### src/rtl/instr_fetch_unit_if.sv
// Fetch-stage bus between the fetch unit, the instruction memory and decode.
// The master side (the fetch unit) drives:
//   PC          fetch address to the memory
//   IR          registered instruction to decode
//   IRValid     IR holds a live instruction this cycle
//   Halted      fetch has stopped on the halt encoding
//   FetchCount  saturating count of instructions accepted into IR
// The slave side (memory / pipeline / bench) drives:
//   Instruction  word at PC, combinational from the memory
//   Stall        downstream not ready; hold fetch
//   BranchTaken  taken jump resolved this cycle
//   BranchTarget redirect address, qualified by BranchTaken
//   Resume       restart fetch after a halt
interface instr_fetch_unit_if #(
    parameter int DATA_WIDTH = 16
);
    logic [DATA_WIDTH-1:0] PC;
    logic [DATA_WIDTH-1:0] Instruction;
    logic                  Stall;
    logic                  BranchTaken;
    logic [DATA_WIDTH-1:0] BranchTarget;
    logic                  Resume;
    logic [DATA_WIDTH-1:0] IR;
    logic                  IRValid;
    logic                  Halted;
    logic [15:0]           FetchCount;

    modport master (
        output PC, IR, IRValid, Halted, FetchCount,
        input  Instruction, Stall, BranchTaken, BranchTarget, Resume
    );

    modport slave (
        input  PC, IR, IRValid, Halted, FetchCount,
        output Instruction, Stall, BranchTaken, BranchTarget, Resume
    );
endinterface

### src/rtl/instr_fetch_unit.sv
// Instruction fetch stage.
// Drives PC to the instruction memory, captures the combinationally returned
// word into IR, and sequences PC through normal increment, taken-branch
// redirect (one-bubble flush), stall hold and halt/resume.
// Ports:
//   Clk    system clock, all state updates on the rising edge
//   Rst_n  asynchronous active-low reset
//   bus    fetch bus (master side): PC, IR, IRValid, Halted, FetchCount out;
//          Instruction, Stall, BranchTaken, BranchTarget, Resume in
module instr_fetch_unit #(
    parameter int                    DATA_WIDTH = 16,
    parameter logic [DATA_WIDTH-1:0] RESET_PC   = 16'd31,
    parameter logic [DATA_WIDTH-1:0] HALT_WORD  = 16'h0000
) (
    input  logic                Clk,
    input  logic                Rst_n,
    instr_fetch_unit_if.master  bus
);

    typedef enum logic {
        FETCH  = 1'b0,
        HALTED = 1'b1
    } state_t;

    state_t                state_reg,    state_next;
    logic [DATA_WIDTH-1:0] pc_reg,       pc_next;
    logic [DATA_WIDTH-1:0] ir_reg,       ir_next;
    logic                  ir_valid_reg, ir_valid_next;
    logic [15:0]           count_reg,    count_next;
    logic [15:0]           count_sat_inc;

    // Counter sticks at all-ones instead of wrapping back to zero.
    assign count_sat_inc = (count_reg == 16'hFFFF) ? count_reg : count_reg + 16'd1;

    always_ff @(posedge Clk or negedge Rst_n) begin
        if (!Rst_n) begin
            state_reg    <= FETCH;
            pc_reg       <= RESET_PC;
            ir_reg       <= '0;
            ir_valid_reg <= 1'b0;
            count_reg    <= 16'd0;
        end else begin
            state_reg    <= state_next;
            pc_reg       <= pc_next;
            ir_reg       <= ir_next;
            ir_valid_reg <= ir_valid_next;
            count_reg    <= count_next;
        end
    end

    always_comb begin
        state_next    = state_reg;
        pc_next       = pc_reg;
        ir_next       = ir_reg;
        ir_valid_next = ir_valid_reg;
        count_next    = count_reg;

        case (state_reg)
            FETCH: begin
                if (bus.BranchTaken) begin
                    // Redirect wins over stall and over a halt word sitting
                    // on Instruction: the fetched word is on the wrong path.
                    pc_next       = bus.BranchTarget;
                    ir_next       = '0;
                    ir_valid_next = 1'b0;
                end else if (bus.Stall) begin
                    // hold everything
                end else if (bus.Instruction == HALT_WORD) begin
                    // The halt word itself is delivered to decode; PC stays
                    // on it so Resume continues with the following word.
                    ir_next       = HALT_WORD;
                    ir_valid_next = 1'b1;
                    count_next    = count_sat_inc;
                    state_next    = HALTED;
                end else begin
                    ir_next       = bus.Instruction;
                    ir_valid_next = 1'b1;
                    pc_next       = pc_reg + DATA_WIDTH'(1);
                    count_next    = count_sat_inc;
                end
            end
            HALTED: begin
                // Branch and stall are ignored while halted.
                ir_valid_next = 1'b0;
                if (bus.Resume) begin
                    pc_next    = pc_reg + DATA_WIDTH'(1);
                    state_next = FETCH;
                end
            end
            default: begin
                state_next = FETCH;
            end
        endcase
    end

    assign bus.PC         = pc_reg;
    assign bus.IR         = ir_reg;
    assign bus.IRValid    = ir_valid_reg;
    assign bus.Halted     = (state_reg == HALTED);
    assign bus.FetchCount = count_reg;

endmodule

### src/flat_wrapper.sv
// flat-port wrapper written by rule: the top's interface ports become plain ports
module instr_fetch_unit_flat 
#(
    parameter int                    DATA_WIDTH = 16,
    parameter logic [DATA_WIDTH-1:0] RESET_PC   = 16'd31,
    parameter logic [DATA_WIDTH-1:0] HALT_WORD  = 16'h0000
)
  (Clk, Rst_n, bus_PC, bus_IR, bus_IRValid, bus_Halted, bus_FetchCount, bus_Instruction, bus_Stall, bus_BranchTaken, bus_BranchTarget, bus_Resume);
  instr_fetch_unit_if #(.DATA_WIDTH(DATA_WIDTH)) bus_i ();
  input  logic Clk;
  input  logic Rst_n;
  output wire logic [$bits(bus_i.PC)-1:0] bus_PC;
  output wire logic [$bits(bus_i.IR)-1:0] bus_IR;
  output wire logic [$bits(bus_i.IRValid)-1:0] bus_IRValid;
  output wire logic [$bits(bus_i.Halted)-1:0] bus_Halted;
  output wire logic [$bits(bus_i.FetchCount)-1:0] bus_FetchCount;
  input wire logic [$bits(bus_i.Instruction)-1:0] bus_Instruction;
  input wire logic [$bits(bus_i.Stall)-1:0] bus_Stall;
  input wire logic [$bits(bus_i.BranchTaken)-1:0] bus_BranchTaken;
  input wire logic [$bits(bus_i.BranchTarget)-1:0] bus_BranchTarget;
  input wire logic [$bits(bus_i.Resume)-1:0] bus_Resume;
  assign bus_PC = bus_i.PC;
  assign bus_IR = bus_i.IR;
  assign bus_IRValid = bus_i.IRValid;
  assign bus_Halted = bus_i.Halted;
  assign bus_FetchCount = bus_i.FetchCount;
  assign bus_i.Instruction = bus_Instruction;
  assign bus_i.Stall = bus_Stall;
  assign bus_i.BranchTaken = bus_BranchTaken;
  assign bus_i.BranchTarget = bus_BranchTarget;
  assign bus_i.Resume = bus_Resume;
  instr_fetch_unit #(.DATA_WIDTH(DATA_WIDTH), .RESET_PC(RESET_PC), .HALT_WORD(HALT_WORD)) u_core (.Clk(Clk), .Rst_n(Rst_n), .bus(bus_i));
endmodule
### config.mk
export PLATFORM = sky130hd
export DESIGN_NAME = instr_fetch_unit_flat
export DESIGN_NICKNAME = d
export VERILOG_FILES = /design/src/rtl/instr_fetch_unit_if.sv /design/src/rtl/instr_fetch_unit.sv /design/src/flat_wrapper.sv
export SDC_FILE = /design/constraint.sdc
export NUM_CORES = 1
export LEC_CHECK = 0
export CAP_MARGIN = 0
export CORE_MARGIN = 3
export CORE_UTILIZATION = 49
export DETAILED_ROUTE_END_ITERATION = 12
export GPL_ROUTABILITY_DRIVEN = 0
export PLACE_DENSITY = 0.95
export SLEW_MARGIN = 10
export SYNTH_ARGS = -nofsm -noshare
export SYNTH_HDL_FRONTEND = slang
export SYNTH_SLANG_ARGS = --single-unit
### constraint.sdc
create_clock -name Clk -period 2.9 [get_ports Clk]
set_input_delay 0.435 -clock Clk [delete_from_list [all_inputs] [get_ports Clk]]
set_output_delay 0.435 -clock Clk [all_outputs]
set_load 0.03 [all_outputs]
; ---- Word level (Yosys, flattened, before mapping)
; Index checks and enable logic that the tools add are counted.
[totals]
reg_bits = 50
input_bits = 37
output_inout_bits = 50
wordCells = 36
[classes]
n_addsub = 2
n_eq_ne = 5
n_mux = 16
n_bitwise = 4
reduce_logical = 4
[op_table]
columns = operator, count
row1 = $mux 16, 7
row2 = $add 16x1->16 const B, 2
row3 = $pmux 16 s2, 1
row4 = $eq 16x16->1 const B, 1
row5 = $logic_not 16->1, 1
row6 = $mux 1, 6
row7 = $ne 3x3->1 const B, 2
row8 = $not 1->1, 4
row9 = $pmux 1 s2, 2
row10 = $reduce_and 4->1, 1
row11 = $reduce_and 3->1, 1
row12 = $ne 2x1->1 const B, 1
row13 = $ne 2x2->1 const B, 1
row14 = $reduce_and 2->1, 1

; ---- Depth between registers and ports, before layout
; Gate-level depths: netlist of the first run.
[logic_depth]
word_depth = 5
ltp_mapped = 7
mapped_depth_nobuf = 5

; ---- Worst setup path after synthesis of the first run
; OpenSTA, ideal clock, no wires.
[synth_timing]
kind = reg-to-reg
from = register u_core.count_reg[0], in the netlist u_core.bus.FetchCount[0]
to = register u_core.count_reg[1], in the netlist u_core.bus.FetchCount[1]
setup_time_ps = 125
arrival_time_ps = 1745
required_time_ps = 2775
path_slack_ps = 1030
stages_incl_launch_ff = 6
path_cell_list = dfrtp_1 ha_1 nand3_1 nor4_4 a31oi_4 mux2_4
[synth_via]
elab_chain_cells = 3
word_cells_on_any_way = 4
classes_between = add/sub: 1 / eq/ne: 1 / bitwise: 1 / reduce/logical: 1
[synth_lines]
columns = item, line
row1 = from (decl), instr_fetch_unit.sv:29  ; logic [15:0] count_reg, count_next;
row2 = from (signal assigned), instr_fetch_unit.sv:47  ; count_reg <= count_next;
row3 = branches (longest 3 deep; another with $add 16x1->16), -
; Several ways; the timed one is not identified.
; A chain may end at the register's enable or synchronous reset.

; ---- Worst setup path in the final report of the first run
[layout_timing]
from = input bus_BranchTaken
to = register u_core.count_reg[9], in the netlist u_core.bus.FetchCount[9]
[layout_via]
elab_chain_cells = 2
[layout_lines]
columns = item, line
row1 = from (decl), flat_wrapper.sv:19  ; input wire logic [$bits(bus_i.BranchTaken)-1:0] bus_BranchTaken;
row2 = $not 1->1 (no source line), -
row3 = $reduce_and 4->1 (no source line), -
; No other way between the ends.

==> impl_results.md, run 1 <==
* Cells after DPL at 397
* Initial Util at 0.5266
* Avg Cell Area, Syn at 10.34 sq um
* Seq pwr share at 0.452
* Total die area at about 0.0062 sq mm
* TritonCTS clock tree: done
* Die width at about 79 um
* Max-slew violations at 0
* Setup TNS at 0 ns
* CORE AREA at a little under 0.005 sq mm
* # Post-CTS Setup Buffers at 0
* Max transition margin at 0.5612
* I/O pins at between 80 and 90
* Hold Crit Class: input pin to asynchronous set/reset pin
* Max Fclk at 475.6 MHz
* Instance count of the mapped netlist at 250
* Clk Latency, worst-skew pair at 0.31 ns
* Setup WS pre-CTS at 0.5249 ns
* Final setup viols at 0
* Final Skew at 0.01023 ns
* DP HPWL at 5165 um
* Power Internal at 1.284 mW
* Die Ht at 78.65 um
* First-pass GRT wire length at roughly 12000 um
* Ys flop type: dfrtp_1
* # port buffers at 86
* Share of the synthesized area in the top cell type at 0.4354
* Ranking of synthesized cells by area: dfrtp_1 (44%), a22o_1 (5.4%), dfstp_2 (5.1%)
* Final hold vios at 0
* Crit. End Element: flop
* WP data arrival at 2.33 ns
* Initial antenna violation count at 0
* CTS root buffer: clkbuf_8
* Final core occ at 0.7358
* Sw Share at 0.3757
* RSZ-0062 raised after global routing: false
* Drt initial violations at 286
* #FFs+latches synth at 50
* Design Area, Final at ~0.0036 sq mm
* # hold bufs at CTS at 0
* Req. time, crit path at 3.13 ns
* Clock-pin slew on the worst setup and hold paths at 0.11 ns
* Power, Total at 2.056 mW
* CP max-delay cell: clkdlybuf4s50_1
* Power share of the clock group at 0.216
* Sequential area share after synthesis at 0.4862
* Gr ovfl total at 0
* Rows at 25
* DRC at 0
* Slew @ Worst Pin at ~0.65 ns
* Final critical-path required period at 2.103 ns
* Remaining antenna violation count at 0
* Post-route setup slack at 0.7975 ns
* Clk sinks at 50
* Average wire per standard cell at between 15 and 20 um
* Critical path class: input pin to flop
* Switching power at 0.7726 mW
* Vias post-DR at 2471
* LEAKAGE at 1.512 nW
* Crit-path max cell delay at between 0.4 and 0.5 ns
* PwrDens at approximately 570 mW/mm^2
* Asr flop ratio synth at 1.000
* Htree depth at 2
* Nets at 376
* CTS Buf Count at 5
* Post-Layout Cell Count at roughly 400
* Global-route usage over all layers at 0.2410
* Synthesized area at 0.002586 sq mm
* Worst-path fanout max at 6
* Clock buffer depth at 2
* Hold slack at 0.05415 ns
* Drt via density at 6.101
* Pre-antenna DRT Iters at 4
* Tcrit/Tclk final at 0.7250
* Final wirelength at 7214 um
* VDD IR max at 0.0004580 V
* Crit-path cells: clkdlybuf4s50_1 > nor3_2 > nand4_1 > nor4b_1 > xor2_1
* Placed Area at 0.003516 sq mm
* Combinational Power Share at 0.332
* CP Launch Type: input pin
* Unique masters post-synth at 47
* Max-cap violation count at 0
* Warnings, synthesis at 0
* Fraction of layout instances using a drive strength above 1 at 0.08580
* CTS resizes at 0
* Status: finished clean
* Area delta synth->final at 39.72%
* Number of global-route vias before repair at 2487
* Largest area contributor in the netlist: dfrtp_1
* Post-synth EDFFs at 0
* Inserted Diodes at 0
* Syn nets at 289
* Largest net degree at the start of global routing at 34
-- layout by cell type (no fill, tap or decap), drive strengths merged, types with 6 or more instances in the layout --
| master | n |
|---|---|
| nor3 | 8 |
| a21oi | 9 |
| xor2 | 11 |
| nand3 | 12 |
| dfrtp | 45 |
| nor4 | 8 |
| clkdlybuf4s50 | 85 |
| buf | 7 |
| nor2 | 10 |
| nand2 | 32 |
| a22o | 16 |
| nand4 | 8 |
| a211oi | 6 |
| o221ai | 10 |
-- worst paths after layout --
| path | start | end | slack [ns] | cells past startpoint |
|---|---|---|---|---|
| setup / recovery | bus_BranchTaken | u_core.bus.FetchCount[9] | 0.80 | 5 |
| hold / removal | Rst_n | u_core.bus.IR[7] | 0.05 | 1 |
| setup reg to reg | u_core.bus.PC[0] | u_core.bus.PC[12] | 0.93 | 5 |
| hold reg to reg | u_core.bus.IR[2] | u_core.bus.IR[2] | 0.51 | 1 |
| max in group asynchronous | Rst_n | u_core.bus.PC[2] | 2.03 | 2 |
| min in group Clk | u_core.bus.IR[2] | u_core.bus.IR[2] | 0.51 | 1 |
-- layer usage --
metal | up-vias | track usage | wire (um)
li1 | 1142 | - | -
met1 | 1202 | 0.2996 | 3046
met2 | 115 | 0.4134 | 3517
met3 | 12 | 0.06307 | 557
met4 | 0 | 0.06469 | 93
met5 | - | 0 | 0
-- synthesized netlist by cell type, drive strengths merged (3+ instances only) --
library cell	count
o21ai	4
a31oi	4
o211ai	4
nand2	32
clkbuf	3
o221ai	10
nor4	8
nor3	8
nand3	12
a311oi	3
o41a	3
a22o	16
buf	9
a211oi	6
xor2	11
mux2	3
nand4	8
dfstp	5
dfrtp	45
a21o	4
nor3b	4
and3	5
a21oi	9
nor2	10
-- sequential cells by signal, summed over array words and instances (netlist names) --
name / count
u_core.bus.IR: 16
u_core.bus.FetchCount: 16
u_core.bus.IRValid: 1
u_core.bus.Halted: 1
u_core.bus.PC: 16
-- cell type report --
type | count | area (sq um)
fillers | 363 | 1297
multi-input cells | 186 | 1266
flip-flops and latches | 50 | 1257
repair buffers | 92 | 900.9
well taps | 67 | 83.83
clock buffers | 5 | 68.82
clock inverters | 3 | 28.78
inverters | 2 | 7.507
-- logic make-up (layout without fill, tap and decap cells) --
family                   after synthesis  in the layout  share of synthesized area
buffers and inverters                 14            102                    0.02419
adder cells (fa/ha/maj)                2              2                   0.009674
multiplexers                           4              4                    0.01838
AO/OA/AOI/OAI                         70             70                     0.2163
flip-flops                            50             50                     0.4862
XOR/XNOR                              11             11                    0.03725
AND/OR/NAND/NOR                       99             99                     0.2080
-- power groups by stage --
stage               combinational (mW)  sequential (mW)  clock, mW
CTS                              0.685            0.925      0.453
finish                           0.682            0.930      0.445
detailed placement               0.678            0.938          0
global placement                 0.661            0.927          0
global route                     0.726            0.946      0.484
floorplan                        0.204             1.09          0
-- worst max-delay path, delay by kind of cell --
kind / cells / cell delay, ns
buffers and inverters: 1 / 0.49
xor gates and xnor gates: 1 / 0.21
and+or+nand+nor: 3 / 1.19
Power figures use the tool's default switching activity.
==> inputs of run 2 (changes only) <==
--- a/config.mk
+++ b/config.mk
@@ -7,10 +7,10 @@
 export LEC_CHECK = 0
 export CAP_MARGIN = 0
 export CORE_MARGIN = 3
-export CORE_UTILIZATION = 49
+export CORE_UTILIZATION = 41
 export DETAILED_ROUTE_END_ITERATION = 12
 export GPL_ROUTABILITY_DRIVEN = 0
-export PLACE_DENSITY = 0.95
+export PLACE_DENSITY = 0.88
 export SLEW_MARGIN = 10
 export SYNTH_ARGS = -nofsm -noshare
 export SYNTH_HDL_FRONTEND = slang
==> constraint.sdc (replaced) <==
create_clock -name Clk -period 1.75 [get_ports Clk]
set_input_delay 0.2625 -clock Clk [delete_from_list [all_inputs] [get_ports Clk]]
set_output_delay 0.2625 -clock Clk [all_outputs]
set_load 0.03 [all_outputs]
==> run 2 against run 1 <==
- utilization down 6.0 points
- register-to-register slack got worse by 0.87 ns
- clock skew grew 0.0026 ns
- clock power increased by 65%
- non-clock buffer count up 36
- hold slack gained 0.34 ns
- die area is 18% higher
- sequential power rose by 71%
- setup slack got worse by 0.77 ns
- combinational power rose by 80%
- critical endpoint is now u_core.bus.PC[12]
- largest power group unchanged
==> impl_results.md, run 2 (same netlist as run 1, synthesis figures left out) <==
* Area delta synth->final at 57.43%
* I/O pins at 87 (unchanged)
* Switching power at 1.376 mW (+78%)
* Hold Crit Class: input pin to asynchronous set/reset pin
* Initial Util at 0.4292 (-0.09743)
* Flop-to-flop setup slack at 0.06 ns (-0.87 ns)
* Crit. End Element: flop
* Drt initial violations at 264 (-7.7%)
* Inserted Diodes at 0 (unchanged)
* CTS Buf Count at 5 (unchanged)
* Max-cap violation count at 0 (unchanged)
* Final setup viols at 0 (unchanged)
* Final hold vios at 0 (unchanged)
* Design Area, Final at 0.004071 sq mm (+13%)
* FF/Latch Area at 0.001265 sq mm (+0.60%)
* Power, Total at 3.554 mW (+73%)
* Rows at 28 (+12%)
* Setup TNS at 0 ns (unchanged)
* TritonCTS clock tree: done
* Reg2Reg Launch Point: u_core.bus.PC[1]
* Fraction of layout instances using a drive strength above 1 at 0.2219 (+0.1361)
* Area of the multi-input gates at 0.001379 sq mm (+8.9%)
* Tcrit/Tclk final at 0.9817
* Global-route usage over all layers at 0.2310 (-0.01005)
* Die Ht at 85.42 um (+8.6%)
* DRC at 0 (unchanged)
* Crit-path max cell delay at 0.46 ns (-0.03 ns)
* Pre-antenna DRT Iters at 4 (unchanged)
* Crit-path cells: clkdlybuf4s50_1 > nor4_2 > nand4_1 > a21o_1 > a222oi_1
* First-pass GRT wire length at 13480 um (+12%)
* CTS root buffer: clkbuf_8
* Commonest cells after routing, fill and taps aside: clkdlybuf4s50_1 (58), dfrtp_1 (39), buf_4 (37)
* Critical Path Start: bus_Instruction[13]
* Number of global-route vias before repair at 2683 (+7.9%)
* CORE AREA at 0.006026 sq mm (+23%)
* Htree depth at 2 (unchanged)
* Req. time, crit path at 1.95 ns (-1.18 ns)
* Remaining antenna violation count at 0 (unchanged)
* Die width at 85.42 um (+8.6%)
* Drt via density at 5.891 (-3.4%)
* DP HPWL at 5916 um (+15%)
* Combinational Power Share at 0.347 (+0.015)
* Critical path class: input pin to flop
* WP data arrival at 1.92 ns (-0.41 ns)
* Power share of the clock group at 0.207 (-0.009)
* Largest net degree at the start of global routing at 24 (-29%)
* PwrDens at 872.8 mW/mm^2 (+53%)
* Cells after DPL at 437 (+10%)
* Fillers at 440 (+21%)
* Slew @ Worst Pin at 0.4111 ns (-0.2421 ns)
* Cell depth of the worst flop-to-flop path at 6 (+1)
* Power Internal at 2.178 mW (+70%)
* Clock buffer depth at 2 (unchanged)
* Sw Share at 0.3871 (+0.01143)
* LEAKAGE at 1.907 nW (+26%)
* CP Launch Type: input pin
* Status: finished clean
* Placed Area at 0.003857 sq mm (+9.7%)
* Final core occ at 0.6757 (-0.06013)
* Initial antenna violation count at 0 (unchanged)
* Max-slew violations at 0 (unchanged)
* # port buffers at 86 (unchanged)
* Average wire per standard cell at 18.70 um (+5.0%)
* Vias post-DR at 2645 (+7.0%)
* Gr ovfl total at 0 (unchanged)
* Nets at 412 (+9.6%)
* Crit path buffers/inverters at 1 (unchanged)
* Post-Layout Cell Count at 449 (+11%)
* Clk sinks at 50 (unchanged)
* Setup crit end: u_core.bus.PC[12]
* Final Skew at 0.01281 ns (+0.002588 ns)
* Max Fclk at 582.1 MHz
* RR Endpoint: u_core.bus.PC[14]
* Max transition margin at 0.7234 (+0.1622)
* CP max-delay cell: clkdlybuf4s50_1
* RSZ-0062 raised after global routing: true
* Most common cell after layout, fill and taps aside: clkdlybuf4s50_1
* Total die area at 0.007297 sq mm (+18%)
* Clock-pin slew on the worst setup and hold paths at 0.11 ns (about the same)
* VDD IR max at 0.0005254 V (+15%)
* WP depth at 5 (unchanged)
* Seq pwr share at 0.446 (-0.006)
* Final wirelength at 8398 um (+16%)
* Final critical-path required period at 1.718 ns
* Clk Latency, worst-skew pair at 0.31 ns (about the same)
* Largest delay share family, worst path: compound AO/OA/AOI/OAI gates
* Worst-path fanout max at 5 (-1)
run 2: cell type report:
| class | instances | share of cell area |
|---|---|---|
| multi-input combinational | 186 | 0.3387 |
| sequential | 50 | 0.3107 |
| timing repair buffer | 128 | 0.3024 |
| tap | 75 | 0.02305 |
| clock buffer | 5 | 0.01690 |
| clock inverter | 3 | 0.006454 |
| inverter | 2 | 0.001844 |
run 2: how the worst min path moves through the flow:
stage | startpoint | endpoint
5_1_grt | Rst_n | u_core.bus.IR[11]
2_1_floorplan | Rst_n | u_core.bus.FetchCount[0]
3_3_place_gp | Rst_n | u_core.bus.IR[8]
6_report | Rst_n | u_core.bus.IR[9]
3_5_place_dp | Rst_n | u_core.bus.IR[9]
4_1_cts | Rst_n | u_core.bus.IR[9]
run 2: power by group through the flow:
stage | Clock [mW] | Sequential [mW] | Combinational, mW
2_1_floorplan | 0 | 1.84 | 0.372
3_3_place_gp | 0 | 1.57 | 1.21
3_5_place_dp | 0 | 1.58 | 1.27
4_1_cts | 0.746 | 1.57 | 1.22
5_1_grt | 0.806 | 1.61 | 1.31
6_report | 0.736 | 1.59 | 1.23
run 2: per-stage QoR:
| step | setup slack [ns] | hold slack, ns |
|---|---|---|
| after detailed placement | -0.2912 | 0.1848 |
| after global placement | -0.1990 | 0.1732 |
| after global routing | -0.05988 | 0.4059 |
| after floorplan | -0.07595 | -0.03309 |
| after CTS | 0.001760 | 0.3876 |
| final | 0.03207 | 0.3989 |
run 2: timing repair:
item,CTS,global route
hold buffers,1,0
hold endpoints to repair,11,0
setup endpoints to repair,17,33
gates resized for setup,17,25
pin swaps,0,6
setup buffers,0,3
run 2: metal layers:
| layer | GRT usage | part of all wire | up-vias |
|---|---|---|---|
| met2 | 0.3828 | 0.51 | 119 |
| met1 | 0.2989 | 0.41 | 1288 |
| met4 | 0.08058 | 0.025 | 0 |
| met3 | 0.04854 | 0.059 | 20 |
| met5 | 0 | 0 | - |
| li1 | - | - | 1218 |
